`src/rtl/fifo_8x32_pkg.sv`:
```
// ---------------------------------------------------------------------------
// fifo_8x32_pkg
// Shared constants for the 8 x 32-bit FIFO: controller state encodings,
// storage depth and the width of the occupancy counter.
// No ports (package).
// ---------------------------------------------------------------------------
package fifo_8x32_pkg;

  localparam int DEPTH = 8;
  localparam int CNT_W = 4;   // holds 0..DEPTH inclusive

  typedef logic [2:0] state_t;

  // State reflects the operation decided at the previous clock edge.
  localparam state_t ST_INIT     = 3'd0;
  localparam state_t ST_NO_OP    = 3'd1;
  localparam state_t ST_WRITE    = 3'd2;
  localparam state_t ST_WR_ERROR = 3'd3;
  localparam state_t ST_READ     = 3'd4;
  localparam state_t ST_RD_ERROR = 3'd5;
  localparam state_t ST_WR_RD    = 3'd6;

endpackage

```
`src/rtl/fifo_8x32_ctrl.sv`:
```
// ---------------------------------------------------------------------------
// fifo_8x32_ctrl
// Combinational control for the FIFO: decides which operation takes place
// this cycle from (wr_en, rd_en, count) and produces next state, next
// head/tail pointers, next count and the write/read strobes.
// Ports:
//   i_wr_en, i_rd_en : requests for this cycle
//   i_count          : current occupancy 0..8
//   i_head, i_tail   : current read / write pointers
//   o_state_nxt      : operation decided this cycle (registered by top)
//   o_wr_do, o_rd_do : write / read actually performed this cycle
//   o_head_nxt, o_tail_nxt, o_count_nxt : next pointer / count values
// ---------------------------------------------------------------------------
module fifo_8x32_ctrl
  import fifo_8x32_pkg::*;
#(
  parameter int ADDR_WIDTH = 3
) (
  input  logic                  i_wr_en,
  input  logic                  i_rd_en,
  input  logic [CNT_W-1:0]      i_count,
  input  logic [ADDR_WIDTH-1:0] i_head,
  input  logic [ADDR_WIDTH-1:0] i_tail,
  output state_t                o_state_nxt,
  output logic                  o_wr_do,
  output logic                  o_rd_do,
  output logic [ADDR_WIDTH-1:0] o_head_nxt,
  output logic [ADDR_WIDTH-1:0] o_tail_nxt,
  output logic [CNT_W-1:0]      o_count_nxt
);

  logic w_full;
  logic w_empty;

  assign w_full  = (i_count == CNT_W'(DEPTH));
  assign w_empty = (i_count == '0);

  always_comb begin
    o_state_nxt = ST_NO_OP;
    o_wr_do     = 1'b0;
    o_rd_do     = 1'b0;
    unique case ({i_wr_en, i_rd_en})
      2'b10: begin
        if (!w_full) begin
          o_state_nxt = ST_WRITE;
          o_wr_do     = 1'b1;
        end else begin
          o_state_nxt = ST_WR_ERROR;
        end
      end
      2'b01: begin
        if (!w_empty) begin
          o_state_nxt = ST_READ;
          o_rd_do     = 1'b1;
        end else begin
          o_state_nxt = ST_RD_ERROR;
        end
      end
      2'b11: begin
        // Simultaneous request: the side that cannot proceed is dropped
        // silently rather than flagged, so the other side still completes.
        if (w_empty) begin
          o_state_nxt = ST_WRITE;
          o_wr_do     = 1'b1;
        end else if (w_full) begin
          o_state_nxt = ST_READ;
          o_rd_do     = 1'b1;
        end else begin
          o_state_nxt = ST_WR_RD;
          o_wr_do     = 1'b1;
          o_rd_do     = 1'b1;
        end
      end
      default: o_state_nxt = ST_NO_OP;
    endcase
  end

  // Pointers wrap naturally at the 3-bit boundary.
  assign o_head_nxt = o_rd_do ? i_head + 1'b1 : i_head;
  assign o_tail_nxt = o_wr_do ? i_tail + 1'b1 : i_tail;

  always_comb begin
    o_count_nxt = i_count;
    unique case ({o_wr_do, o_rd_do})
      2'b10:   o_count_nxt = i_count + 4'd1;
      2'b01:   o_count_nxt = i_count - 4'd1;
      default: o_count_nxt = i_count;
    endcase
  end

endmodule

```
`src/rtl/fifo_8x32.sv`:
```
// ---------------------------------------------------------------------------
// fifo_8x32
// Synchronous 8-entry x 32-bit FIFO between a bus-side producer and the
// datapath consumer. Registered read port, full/empty from the occupancy
// count, registered per-request ack/err status decoded from the state.
// Optional macro: FIFO_ALMOST_FLAGS_EN adds almost_full / almost_empty.
// Ports:
//   clk, reset_n      : clock (rising edge), asynchronous active-low reset
//   wr_en, din        : write request and data
//   rd_en, dout       : read request and registered read data
//   data_count        : stored words 0..8
//   full, empty       : count==8 / count==0
//   wr_ack, wr_err    : previous-cycle write accepted / rejected
//   rd_ack, rd_err    : previous-cycle read accepted / rejected
//   almost_full/empty : count==7 / count==1 (FIFO_ALMOST_FLAGS_EN only)
// ---------------------------------------------------------------------------
module fifo_8x32
  import fifo_8x32_pkg::*;
#(
  parameter int DATA_WIDTH = 32,
  parameter int ADDR_WIDTH = 3
) (
  input  logic                  clk,
  input  logic                  reset_n,
  input  logic                  wr_en,
  input  logic                  rd_en,
  input  logic [DATA_WIDTH-1:0] din,
  output logic [DATA_WIDTH-1:0] dout,
  output logic [CNT_W-1:0]      data_count,
  output logic                  full,
  output logic                  empty,
  output logic                  wr_ack,
  output logic                  wr_err,
  output logic                  rd_ack,
  output logic                  rd_err
`ifdef FIFO_ALMOST_FLAGS_EN
  ,
  output logic                  almost_full,
  output logic                  almost_empty
`endif
);

  state_t                r_state;
  logic [ADDR_WIDTH-1:0] r_head;
  logic [ADDR_WIDTH-1:0] r_tail;
  logic [CNT_W-1:0]      r_count;
  logic [DATA_WIDTH-1:0] r_dout;
  logic [DATA_WIDTH-1:0] r_mem [DEPTH];

  state_t                w_state_nxt;
  logic                  w_wr_do;
  logic                  w_rd_do;
  logic [ADDR_WIDTH-1:0] w_head_nxt;
  logic [ADDR_WIDTH-1:0] w_tail_nxt;
  logic [CNT_W-1:0]      w_count_nxt;
  logic [DEPTH-1:0]      w_wr_sel;
  logic [DATA_WIDTH-1:0] w_rd_word;

  fifo_8x32_ctrl #(
    .ADDR_WIDTH (ADDR_WIDTH)
  ) u_ctrl (
    .i_wr_en     (wr_en),
    .i_rd_en     (rd_en),
    .i_count     (r_count),
    .i_head      (r_head),
    .i_tail      (r_tail),
    .o_state_nxt (w_state_nxt),
    .o_wr_do     (w_wr_do),
    .o_rd_do     (w_rd_do),
    .o_head_nxt  (w_head_nxt),
    .o_tail_nxt  (w_tail_nxt),
    .o_count_nxt (w_count_nxt)
  );

  // State register, pointers, count and read data.
  always_ff @(posedge clk or negedge reset_n) begin
    if (!reset_n) begin
      r_state <= ST_INIT;
      r_head  <= '0;
      r_tail  <= '0;
      r_count <= '0;
      r_dout  <= '0;
    end else begin
      r_state <= w_state_nxt;
      r_head  <= w_head_nxt;
      r_tail  <= w_tail_nxt;
      r_count <= w_count_nxt;
      if (w_rd_do) begin
        r_dout <= w_rd_word;
      end
    end
  end

  // One-hot write select from the 3:8 tail decode.
  always_comb begin
    w_wr_sel = '0;
    if (w_wr_do) begin
      w_wr_sel[r_tail] = 1'b1;
    end
  end

  for (genvar g = 0; g < DEPTH; g++) begin : g_mem
    always_ff @(posedge clk or negedge reset_n) begin
      if (!reset_n) begin
        r_mem[g] <= '0;
      end else if (w_wr_sel[g]) begin
        r_mem[g] <= din;
      end
    end
  end

  // 8:1 read mux. Reads the entry at head before this edge's write lands,
  // so a simultaneous op at count==1 returns the old word.
  assign w_rd_word = r_mem[r_head];

  // Output decode from state.
  always_comb begin
    wr_ack = 1'b0;
    wr_err = 1'b0;
    rd_ack = 1'b0;
    rd_err = 1'b0;
    unique case (r_state)
      ST_WRITE:    wr_ack = 1'b1;
      ST_WR_ERROR: wr_err = 1'b1;
      ST_READ:     rd_ack = 1'b1;
      ST_RD_ERROR: rd_err = 1'b1;
      ST_WR_RD: begin
        wr_ack = 1'b1;
        rd_ack = 1'b1;
      end
      default: ;
    endcase
  end

  assign dout       = r_dout;
  assign data_count = r_count;
  assign full       = (r_count == CNT_W'(DEPTH));
  assign empty      = (r_count == '0);

`ifdef FIFO_ALMOST_FLAGS_EN
  assign almost_full  = (r_count == CNT_W'(DEPTH - 1));
  assign almost_empty = (r_count == 4'd1);
`endif

endmodule
```
`config.mk`:
```
export PLATFORM = sky130hd
export DESIGN_NAME = fifo_8x32
export DESIGN_NICKNAME = d
export VERILOG_FILES = /design/src/rtl/fifo_8x32_pkg.sv /design/src/rtl/fifo_8x32_ctrl.sv /design/src/rtl/fifo_8x32.sv
export SDC_FILE = /design/constraint.sdc
export NUM_CORES = 1
export LEC_CHECK = 0
export CAP_MARGIN = 20
export CORE_ASPECT_RATIO = 1.4
export CORE_MARGIN = 3
export CORE_UTILIZATION = 47
export CTS_CLUSTER_DIAMETER = 100
export DETAILED_ROUTE_END_ITERATION = 8
export GPL_TIMING_DRIVEN = 0
export PLACE_DENSITY_LB_ADDON = 0.12
export SLEW_MARGIN = 20
export SYNTH_ARGS = -nofsm -noshare
export SYNTH_HDL_FRONTEND = slang
export SYNTH_HIERARCHICAL = 1
export SYNTH_SLANG_ARGS = --single-unit
```
`constraint.sdc`:
```
create_clock -name clk -period 5.2 [get_ports clk]
set_input_delay 0.52 -clock clk [delete_from_list [all_inputs] [get_ports clk]]
set_output_delay 0.52 -clock clk [all_outputs]
set_load 0.01 [all_outputs]
```
Word-level counts from Yosys, hierarchy flattened
Cells that the tools add are included.
Widths: inputs -> output; s select.
Storage, ports and cells
  register bits after elaboration: 301
  bits of input ports: 36
  output and inout port bits: 42
Cells by class
  add/subtract/negate cells: 4
  order comparisons: 3
  equal/unequal tests: 11
  muxes and demuxes: 21
  bitwise operators: 1
  reduce and logical (&&, ||, !) cells: 6
Operator list (number)
  $bmux 32 s3: 1
  $mux 32: 2
  $mux 1: 11
  $eq 3x3->1 const B: 3
  $pmux 3 s3: 1
  $mux 8: 1
  $pmux 4 s2: 1
  $add 3x1->3 const B: 2
  $eq 2x2->1 const B: 3
  $eq 3x2->1 const B: 2
  $reduce_or 2->1: 3
  $add 4x1->4 const B: 1
  $eq 2x1->1 const B: 2
  $eq 4x4->1 const B: 1
  $ge 4x4->1 const B: 1
  $logic_not 4->1: 1
  $lt 3x4->1 const B: 1
  $not 3->4: 1
  $sub 4x1->4 const B: 1
  $demux 1 s3: 1
  $ge 3x1->1 const B: 1
  $mux 3: 1
  $mux 2: 1
  $pmux 1 s2: 1
  2 further kinds: 2

Longest topological paths before layout
Gate-level depths: netlist of the first run.
  word-level depth: 6
  depth in mapped cells: 9
  mapped depth without buffers: 8

By module
The synthesis of the first run kept the hierarchy.
By module, submodules not included
  fifo_8x32: instances 1, cells each 935, area each 13346.6 um^2, sequential area each 7532.2 um^2
  fifo_8x32_ctrl: instances 1, cells each 46, area each 365.4 um^2, sequential area each 0.0 um^2

Worst setup path after synthesis of the first run
OpenSTA, ideal clock, no wires.
  path kind: reg2reg
  start: reg r_count[2] (netlist: data_count[2])
  end: reg r_count[3] (netlist: data_count[3])
  library setup time: 0.126 ns
  arrival time: 2.163 ns
  required time: 5.074 ns
  slack: 2.911 ns
  stages on the path, launching flop included: 8
  path buffers: 1
  period minus slack after synthesis: 2.289 ns
  cell sequence: dfrtp_1 > o41ai_2 > inv_2 > ha_1 > clkbuf_1 > nor3b_1 > a21oi_1 > a221o_1
RTL lines
  start: declaration: line fifo_8x32.sv:46  | logic [CNT_W-1:0] r_count;
  start signal: assignment: line fifo_8x32.sv:87  | r_count <= w_count_nxt;
  $logic_not 4->1 (*): line fifo_8x32_ctrl.sv:36  | assign w_empty = (i_count == '0);
  $mux 1 (*): line fifo_8x32_ctrl.sv:52  | if (!w_empty) begin
  $mux 1 (*)
  named net w_rd_do: line fifo_8x32.sv:52  | logic w_rd_do;
  $eq 2x1->1 / $eq 2x2->1 (equally long branches): line fifo_8x32_ctrl.sv:84  | unique case ({o_wr_do, o_rd_do})
  $pmux 4 s2 (*): line fifo_8x32_ctrl.sv:84
  named net w_count_nxt[3]: line fifo_8x32.sv:55  | logic [CNT_W-1:0] w_count_nxt;
The timed path passes the listed nets; every way through them passes the cells marked *.
A chain may end at the register's enable or synchronous reset.

Final worst setup path of the first run
  start: reg r_count[2] (netlist: data_count[2])
  end: reg r_dout[6] (netlist: dout[6])
On the way
  longest elaborated chain between the ends: 3
Ends and longest elaborated chain
  $logic_not 4->1: line fifo_8x32_ctrl.sv:36
  $mux 1: line fifo_8x32_ctrl.sv:52
  $mux 1
  named net w_rd_do: line fifo_8x32.sv:52
  end signal: assignment: line fifo_8x32.sv:89  | r_dout <= w_rd_word;
  end: declaration: line fifo_8x32.sv:47  | logic [DATA_WIDTH-1:0] r_dout;
The timed path passes the listed nets, and every way through them passes these cells.

==> metrics.txt, run 1 <==
pin count of the biggest net entering global routing 95; Highest Clock Rate approximately 350 MHz; number of core rows 73; capturing element type of the critical path flip-flop; WP data arrival between 3000 and 4000 ps; vias in the first global route 8,898; 1st-pass router iterations 4; average cell area after synthesis 14.0 µm²; clock period minus final worst setup slack about 2900 ps; I/O pin total 78; dpl cells 1,436; Setup crit end dout[6]; worst flop-to-flop path endpoint dout[6]; source of the critical timing path data_count[2]; slack of the worst reg-to-reg path 2340 ps; residual overflow from global routing 0; DRC errors left 0; length of routed met3 wiring roughly 1.2 mm; reported leakage power roughly 7.2 nW; synthesized instance count 981; post-route fraction of the period consumed by the critical path between 50% and 60%; post-detail-place hpwl between 20 and 25 mm; number of different library cells in the post-synthesis netlist 41; origin of the worst min-delay path r_head[2]; most used flip-flop cell after synthesis sky130_fd_sc_hd__dfrtp_1; crit start category flip-flop; Setup Skew 9.74 ps; Detailed Route Iter0 Violations 403; Setup violations, final 0; Clock Sinks about 300; n_diodes 0; Overall Global Routing Usage 21.7%; share of post-route cells with drive strength above 1 31.6%; HP Class reg -> reg; net count reported at finish 1,136; clock tree from TritonCTS yes; leading cell types by count after synthesis sky130_fd_sc_hd__dfrtp_1, sky130_fd_sc_hd__mux2_2, sky130_fd_sc_hd__mux2i_1, sky130_fd_sc_hd__nor2b_1; floorplan die height 208 µm; post-layout util between 50% and 60%; wire length on met1 14.6 mm; first-pass GRT wire length 52.2 mm; count of flip-flops with a built-in enable after synthesis 0; clock transition at the register clock pins on the worst setup and hold paths after CTS 60 ps; number of pins with negative max-slew slack in the final report 0; startpoint of the worst register-to-register path data_count[2]; power density normalized to cell area between 600 and 700 nW/µm²; post-synthesis sequential element count between 300 and 400; vias per std cell 5.69; vias after detailed routing 8,503; Worst Hold Margin 469 ps; most frequent cell after synthesis sky130_fd_sc_hd__dfrtp_1; crit path max fanout 10; final weighted congestion of routability-driven global placement approximately 0.75; Clock Tree Buf Depth 3; x dimension of the die 150 µm; Reg2Reg Depth 6; top metal layer carrying routed signals met5; final hold viol count 0; largest area contributor in the synthesized netlist sky130_fd_sc_hd__dfrtp_1; share of the synthesized area in the top cell type 54.9%; total power 0.0106 W; I/O Buffers 77; clock latency on the worst-skew pair 560 ps; number of H-tree levels 1; proportion of synthesized chip area in sequential cells 54.9%; cell types occupying the most area after synthesis sky130_fd_sc_hd__dfrtp_1, sky130_fd_sc_hd__mux2_2, sky130_fd_sc_hd__mux2i_1, sky130_fd_sc_hd__nor2b_1, sky130_fd_sc_hd__a41o_1; total number of yosys warnings 6; Routed wire per std cell 22.5 µm; clock root cell sky130_fd_sc_hd__clkbuf_16; worst slew pin tran 923 ps; die footprint 31,300 µm²; initial cell density of the core 48.0%; RSZ-0062 raised after global routing no; number of buffers added by the clock tree synthesis step 31; classification of the worst setup path reg -> reg; final setup TNS 0 ps; antenna violations before repair 1; relative max-transition margin about two fifths; IR Drop Worst-Case VDD 0.000359 V; post-synthesis net count roughly 1,000; met2 WL post-DR 17.2 mm; Max-Cap Viols 0; Routed Antenna Nets 0; fin cells between 1,000 and 1,500; area inside the core boundary roughly 29,000 µm²; FFs w/ async S/R, synth 100%; post-synthesis cell area 13,700 µm²; wirelength, routed 33.7 mm; outcome completed; required time of the critical path 5640 ps; synthesis-to-layout area growth 17.4%
-- metal layers --
layer | up-vias | track usage [%]
met5 | - | 0
met4 | 2 | 5.43
met3 | 54 | 2.61
met2 | 136 | 37.6
met1 | 4474 | 29.0
li1 | 3837 | -
-- metrics by stage --
step / cell area [µm²] / setup WS (ps)
6_report: 16100 / 2340
5_1_grt: 16100 / 2240
4_1_cts: 16100 / 2320
3_5_place_dp: 15000 / 1980
3_3_place_gp: 15000 / -9700
2_1_floorplan: 13700 / 2910
-- worst max-delay path, stage by stage (launching register included) --
cell and delay [ps]:
sky130_fd_sc_hd__dfrtp_1 500, sky130_fd_sc_hd__o41ai_2 670, sky130_fd_sc_hd__inv_2 180, sky130_fd_sc_hd__buf_2 290, sky130_fd_sc_hd__clkbuf_1 340, sky130_fd_sc_hd__clkbuf_1 450
sky130_fd_sc_hd__a41o_1 310
-- worst min path at each step --
stage / to / slack [ps] / depth (start not counted)
after global placement: r_head[2] / 460 / 1
after floorplan: data_count[0] / 220 / 0
after detailed placement: r_head[2] / 460 / 1
after global routing: r_mem[101] / 490 / 1
after CTS: r_head[2] / 470 / 1
final: r_head[2] / 470 / 1
-- cells by family (layout without fill, tap and decap cells) --
group	after synthesis	in the layout	synth area share (%)
AOI/OAI and AO/OA	107	107	6.79
xor gates and xnor gates	7	7	0.447
adders and majority gates	5	5	0.456
buffers and inverters	76	214	3.05
DFF	301	301	54.9
muxes	355	355	28.3
and+or+nand+nor	130	130	6.03
-- placed cells by master (no fill, tap or decap), drive strengths merged, types with 3 or more instances in the layout --
master         instances
ha                     5
nand2                  6
mux2                 258
clkbuf                68
xnor2                  6
a22oi                 32
clkdlybuf4s50         76
nor3b                  5
dfrtp                301
nand4b                 3
nor2b                 68
mux2i                 97
a211o                 32
nand3                 32
inv                    4
nor2                   3
o21ai                  4
a41o                  32
nor4b                  3
buf                   56
clkinv                 6
-- area by class of cell --
| type | instances | area [µm²] |
|---|---|---|
| Sequential cell | 301 | 7530 |
| Multi-Input combinational cell | 604 | 5760 |
| Inverter | 4 | 15.0 |
| Clock buffer | 48 | 980 |
| Fill cell | 2439 | 12500 |
| Tap cell | 375 | 469 |
| Buffer | 72 | 403 |
| Clock inverter | 9 | 75.1 |
| Timing Repair Buffer | 81 | 868 |
-- repair_timing --
action	CTS	global route
endpoints found under the hold margin	61	0
gates resized for setup	0	0
buffers inserted	0	0
hold buffers	1	0
-- state kept, by name (all words and copies together), names as in the netlist --
signal and cells:
r_state 3, data_count 4, r_tail 3, r_head 3, r_mem 256, dout 32
-- power by group --
part           internal [W]  switching (W)  leakage, nW
Clock               0.00134       0.000922        0.524
Sequential          0.00353       0.000611         3.62
Combinational       0.00224        0.00201         3.02
(Power assumes the default switching activity.)
==> run 2, diff against run 1 <==
- clock period: 5.2 -> 2.4 ns (I/O delays scaled with it)
==> metrics.txt, run 2 (same netlist as run 1, synthesis figures left out) <==
number of H-tree levels 1; Routed wire per std cell between 20 and 25 µm; relative max-transition margin about 38%; outcome completed; clock latency on the worst-skew pair 560 ps; I/O pin total 78; vias per std cell between 5 and 6; antenna violations before repair 1; net count reported at finish 1,149; Setup Skew 9.13 ps; reported leakage power 7.29 nW; power density normalized to cell area 1420 nW/µm²; DRC errors left 0; first-pass GRT wire length around 52 mm; RSZ-0062 raised after global routing yes; pin count of the biggest net entering global routing 95; Final WS setup 81.4 ps; floorplan die height 208 µm; clock tree from TritonCTS yes; post-detail-place hpwl 21.9 mm; post-layout util 57.2%; Clock Tree Buf Depth 3; largest incremental delay on the critical path 400 ps; number of inserted filler cells in the final layout 2,400; Net Sw Power 0.00776 W; number of core rows 73; I/O Buffers 77; share of post-route cells with drive strength above 1 33.4%; top library cells by usage in the layout, fill and taps aside sky130_fd_sc_hd__dfrtp_1, sky130_fd_sc_hd__mux2_2, sky130_fd_sc_hd__mux2i_1; max reg flops 256; synthesis-to-layout area growth 19.3%; internal power contribution 0.0155 W; vias in the first global route 8,952; Placed Area 15,000 µm²; Highest Clock Rate ~430 MHz; worst slew pin tran roughly 940 ps; Detailed Route Iter0 Violations 422; post-place setup slack -540 ps; HP Class in -> async; clock root cell sky130_fd_sc_hd__clkbuf_16; clock period minus final worst setup slack 2320 ps; Top delay family on crit path buffers and inverters; required time of the critical path 2830 ps; post-route fraction of the period consumed by the critical path roughly 97%; Routed Antenna Nets 0; Flop pwr share 38.6%; library cell appearing most often on the critical path sky130_fd_sc_hd__buf_4; area inside the core boundary 28,600 µm²; design area 16,400 µm²; Crit path buffers/inverters 5; 1st-pass router iterations 4; Gate power share 40.4%; residual overflow from global routing 0; vias after detailed routing 8,570; cell breakdown of the critical path buf_4 -> or3_4 -> o21ai_4 -> inv_1 -> buf_2 -> nand4b_1 -> buf_4 -> buf_12 -> mux2_2; initial cell density of the core 48.0%; Clock Sinks 301; number of buffers added by the clock tree synthesis step 31; register name with the most flops r_mem; capturing element type of the critical path flip-flop; Overall Global Routing Usage 21.8%; Max-Cap Viols 0; cell at the slowest stage of the critical path sky130_fd_sc_hd__dfrtp_1; final weighted congestion of routability-driven global placement ~0.75; clock transition at the register clock pins on the worst setup and hold paths after CTS 60 ps; crit start category flip-flop; wirelength, routed about 34 mm; Sw Share 33.3%; die footprint 31,300 µm²; classification of the worst setup path reg -> reg; clock share of power 21.0%; Setup violations, final 0; n_diodes 0; total power 0.0233 W; leading cell type in the layout, fill and taps excluded sky130_fd_sc_hd__dfrtp_1; final hold viol count 0; number of pins with negative max-slew slack in the final report 0; WP data arrival 2750 ps; x dimension of the die 150 µm; IR Drop Worst-Case VDD around 0.00078 V; crit path max fanout 10
## run 2: power groups by stage
stage	clock network (W)	registers (W)	logic, W
2_1_floorplan	0	0.00879	0.00644
3_3_place_gp	0	0.00900	0.00911
3_5_place_dp	0	0.00905	0.00928
4_1_cts	0.00500	0.00898	0.00943
5_1_grt	0.00518	0.00930	0.0102
6_report	0.00490	0.00899	0.00941
## run 2: what timing repair did
| item | 4_1_cts | 5_1_grt |
|---|---|---|
| gates resized for setup | 29 | 13 |
| pin swaps | 2 | 1 |
| setup endpoints to repair | 188 | 226 |
| hold endpoints to repair | 61 | 0 |
| hold buffers | 1 | 0 |
| setup buffers | 9 | 5 |
## run 2: metal layers
metal  vias to the layer above  routed length, µm  track usage [%]
li1                       3865                  -                -
met1                      4526              14900             29.2
met2                       122              17300             37.7
met3                        55                957             2.44
met4                         2                753             5.59
met5                         -                 13                0
## run 2: per-stage QoR
step | hold slack, ps | cells | setup TNS [ps]
finish | 228 | 1507 | 0
global placement | 460 | 1433 | -3710020
CTS | 231 | 1502 | -1140
global route | 258 | 1507 | -140
detailed placement | 227 | 1436 | -39070
floorplan | -55.6 | 981 | 0
## run 2: cell type report
class,instances,area (µm²),area share [%]
Buffer,71,487,2.98
Clock buffer,48,980,5.99
Clock inverter,9,75.1,0.459
Inverter,4,15.0,0.0918
Multi-Input combinational cell,604,5810,35.5
Sequential cell,301,7530,46.1
Tap cell,375,469,2.87
Timing Repair Buffer,95,986,6.03
## run 2: final timing paths
check / startpoint / to / slack (ps) / depth (start not counted)
max reg2reg: data_count[1] / r_mem[134] / 80 / 9
min reg2reg: r_head[2] / r_head[2] / 470 / 1
min: reset_n / r_mem[56] / 230 / 2
max in group asynchronous: reset_n / r_mem[167] / 1040 / 4
min in group clk: rd_en / r_state[2] / 390 / 2
max: data_count[1] / r_mem[134] / 80 / 9
==> run 3, diff against run 2 <==
- PLACE_DENSITY: not set -> 0.7
- PLACE_DENSITY_LB_ADDON: 0.12 -> not set
- SKIP_LAST_GASP: not set -> 1
==> metrics.txt, run 3 (same netlist as run 1, synthesis figures left out) <==
outcome completed; reported leakage power 7.26 nW; GRT met2 Usage 37.8%; post-route fraction of the period consumed by the critical path between 90% and 100%; Net Sw Power 0.00773 W; x dimension of the die 150 µm; library cell appearing most often on the critical path sky130_fd_sc_hd__buf_2; vias per std cell 5.78; DRC errors left 0; clock transition at the register clock pins on the worst setup and hold paths after CTS 60 ps; wirelength, routed 34.3 mm; top library cells by usage in the layout, fill and taps aside sky130_fd_sc_hd__dfrtp_1, sky130_fd_sc_hd__mux2_2, sky130_fd_sc_hd__mux2i_1; number of buffers added by the clock tree synthesis step 29; Setup Skew 8.49 ps; design area 16,300 µm²; area inside the core boundary 28,600 µm²; WP data arrival approximately 2800 ps; leading cell type in the layout, fill and taps excluded sky130_fd_sc_hd__dfrtp_1; GRT met1 Usage between 20 and 30%; share of post-route cells with drive strength above 1 32.9%; clock latency on the worst-skew pair ~550 ps; vias in the first global route slightly above 9,000; initial cell density of the core 48.0%; IR Drop Worst-Case VDD between 0.0007 and 0.0008 V; Clock Tree Buf Depth 3; die footprint 31,300 µm²; HP Class in -> async; Setup violations, final 0; max reg flops 256; slack of the worst reg-to-reg path 70 ps; most crowded layer after global routing met2; antenna violations before repair 1; Top delay family on crit path buffers and inverters; internal power contribution roughly 0.015 W; number of pins with negative max-slew slack in the final report 0; Max-Cap Viols 0; Highest Clock Rate 429 MHz; floorplan die height 208 µm; met3 global-route usage 3.14%; largest incremental delay on the critical path 700 ps; Crit path buffers/inverters 4; I/O pin total 78; Flop pwr share 39.0%; Gate power share between 40 and 50%; final hold viol count 0; number of H-tree levels 1; Reg2Reg Depth 7; pin count of the biggest net entering global routing 89; clock period minus final worst setup slack around 2300 ps; RSZ-0062 raised after global routing yes; Routed Antenna Nets 0; clock tree from TritonCTS yes; 1st-pass router iterations 5; area occupied by multi-input gates 5790 µm²; crit start category flip-flop; n_diodes 0; first-pass GRT wire length 52.8 mm; relative max-transition margin 40.3%; crit path max fanout 10; worst flop-to-flop path endpoint dout[8]; cell breakdown of the critical path buf_2 -> o41ai_4 -> inv_2 -> buf_2 -> clkbuf_1 -> nor2b_1 -> a41o_1; residual overflow from global routing 0; clock root cell sky130_fd_sc_hd__clkbuf_16; power density normalized to cell area approximately 1400 nW/µm²; I/O Buffers 77; Clock Sinks 301; clock share of power approximately a fifth; Sw Share about 34%; final setup TNS 0 ps; classification of the worst setup path reg -> reg; Overall Global Routing Usage between 20% and 30%; capturing element type of the critical path flip-flop; vias after detailed routing 8,704; net count reported at finish 1,150; Placed Area 15,000 µm²; startpoint of the worst register-to-register path data_count[1]; Routed wire per std cell 22.8 µm; number of inserted filler cells in the final layout 2,339; combined flip-flop and latch cell area 7530 µm²; synthesis-to-layout area growth 18.7%; cell at the slowest stage of the critical path sky130_fd_sc_hd__clkbuf_1; final weighted congestion of routability-driven global placement 0.771; worst slew pin tran about 900 ps; number of core rows 73; Detailed Route Iter0 Violations 450; post-detail-place hpwl 21.6 mm; register name with the most flops r_mem; required time of the critical path 2830 ps
## run 3: cell count changes in the layout (fill, tap and decap cells not counted), moves of 2 or more
| cell | delta |
|---|---|
| sky130_fd_sc_hd__buf_12 | -2 |
| sky130_fd_sc_hd__clkbuf_16 | -2 |
| sky130_fd_sc_hd__clkinv_2 | -2 |
| sky130_fd_sc_hd__clkbuf_8 | -2 |
| sky130_fd_sc_hd__buf_8 | +4 |
| sky130_fd_sc_hd__clkbuf_1 | +2 |
## run 3: power groups by stage
stage | Sequential, W | Combinational, W | Clock [W]
floorplan | 0.00879 | 0.00644 | 0
global placement | 0.00898 | 0.00909 | 0
detailed placement | 0.00906 | 0.00931 | 0
CTS | 0.00898 | 0.00949 | 0.00468
global route | 0.00932 | 0.0102 | 0.00488
finish | 0.00901 | 0.00947 | 0.00459
## run 3: worst max path at each step
stage                             start             to  cells after the start  slack (ps)
after floorplan           data_count[2]  data_count[3]                      7         110
after global placement          reset_n  data_count[1]                      1      -11880
after detailed placement          rd_en       dout[29]                      7        -570
after CTS                 data_count[1]      r_mem[28]                      8         -40
after global routing      data_count[1]      r_mem[43]                      9         -20
final                     data_count[1]        dout[8]                      7          70
## run 3: metrics by stage
step / power, W / setup slack (ps) / instances / hold slack [ps] / util [%]
6_report: 0.0231 / 69.5 / 1505 / 179 / 56.9
5_1_grt: 0.0244 / -24.1 / 1505 / 214 / 56.9
4_1_cts: 0.0232 / -42.3 / 1500 / 189 / 56.7
3_5_place_dp: 0.0184 / -573 / 1436 / 163 / 52.6
3_3_place_gp: 0.0181 / -11880 / 1433 / 462 / 52.3
2_1_floorplan: 0.0152 / 111 / 981 / -55.6 / -
## run 3: routing by layer
layer | vias up | share of wire (%)
li1 | 3863 | -
met1 | 4626 | 41
met2 | 168 | 52
met3 | 45 | 4.4
met4 | 2 | 2.4
met5 | - | 0.029
## run 3: final cells by class
| type | count | share of cell area (%) |
|---|---|---|
| Multi-Input combinational cell | 604 | 35.6 |
| Clock buffer | 46 | 5.59 |
| Clock inverter | 6 | 0.354 |
| Inverter | 4 | 0.0922 |
| Timing Repair Buffer | 99 | 6.24 |
| Tap cell | 375 | 2.88 |
| Buffer | 70 | 2.97 |
| Sequential cell | 301 | 46.3 |
## run 3: repair_timing
action | in CTS | in global routing
pin swaps | 2 | 2
gates cloned | 0 | 1
setup buffers | 12 | 5
endpoints found under the setup margin | 215 | 162
hold endpoints to repair | 46 | 0
resized for setup | 30 | 11
hold buffers | 1 | 0
## run 3: worst register-to-register path, cell delays in order, from the launching register on
cell                       delay [ps]
sky130_fd_sc_hd__dfrtp_1          370
sky130_fd_sc_hd__buf_2            220
sky130_fd_sc_hd__o41ai_4          100
sky130_fd_sc_hd__inv_2            140
sky130_fd_sc_hd__buf_2            320
sky130_fd_sc_hd__clkbuf_1         700
sky130_fd_sc_hd__nor2b_1          110
sky130_fd_sc_hd__a41o_1           250
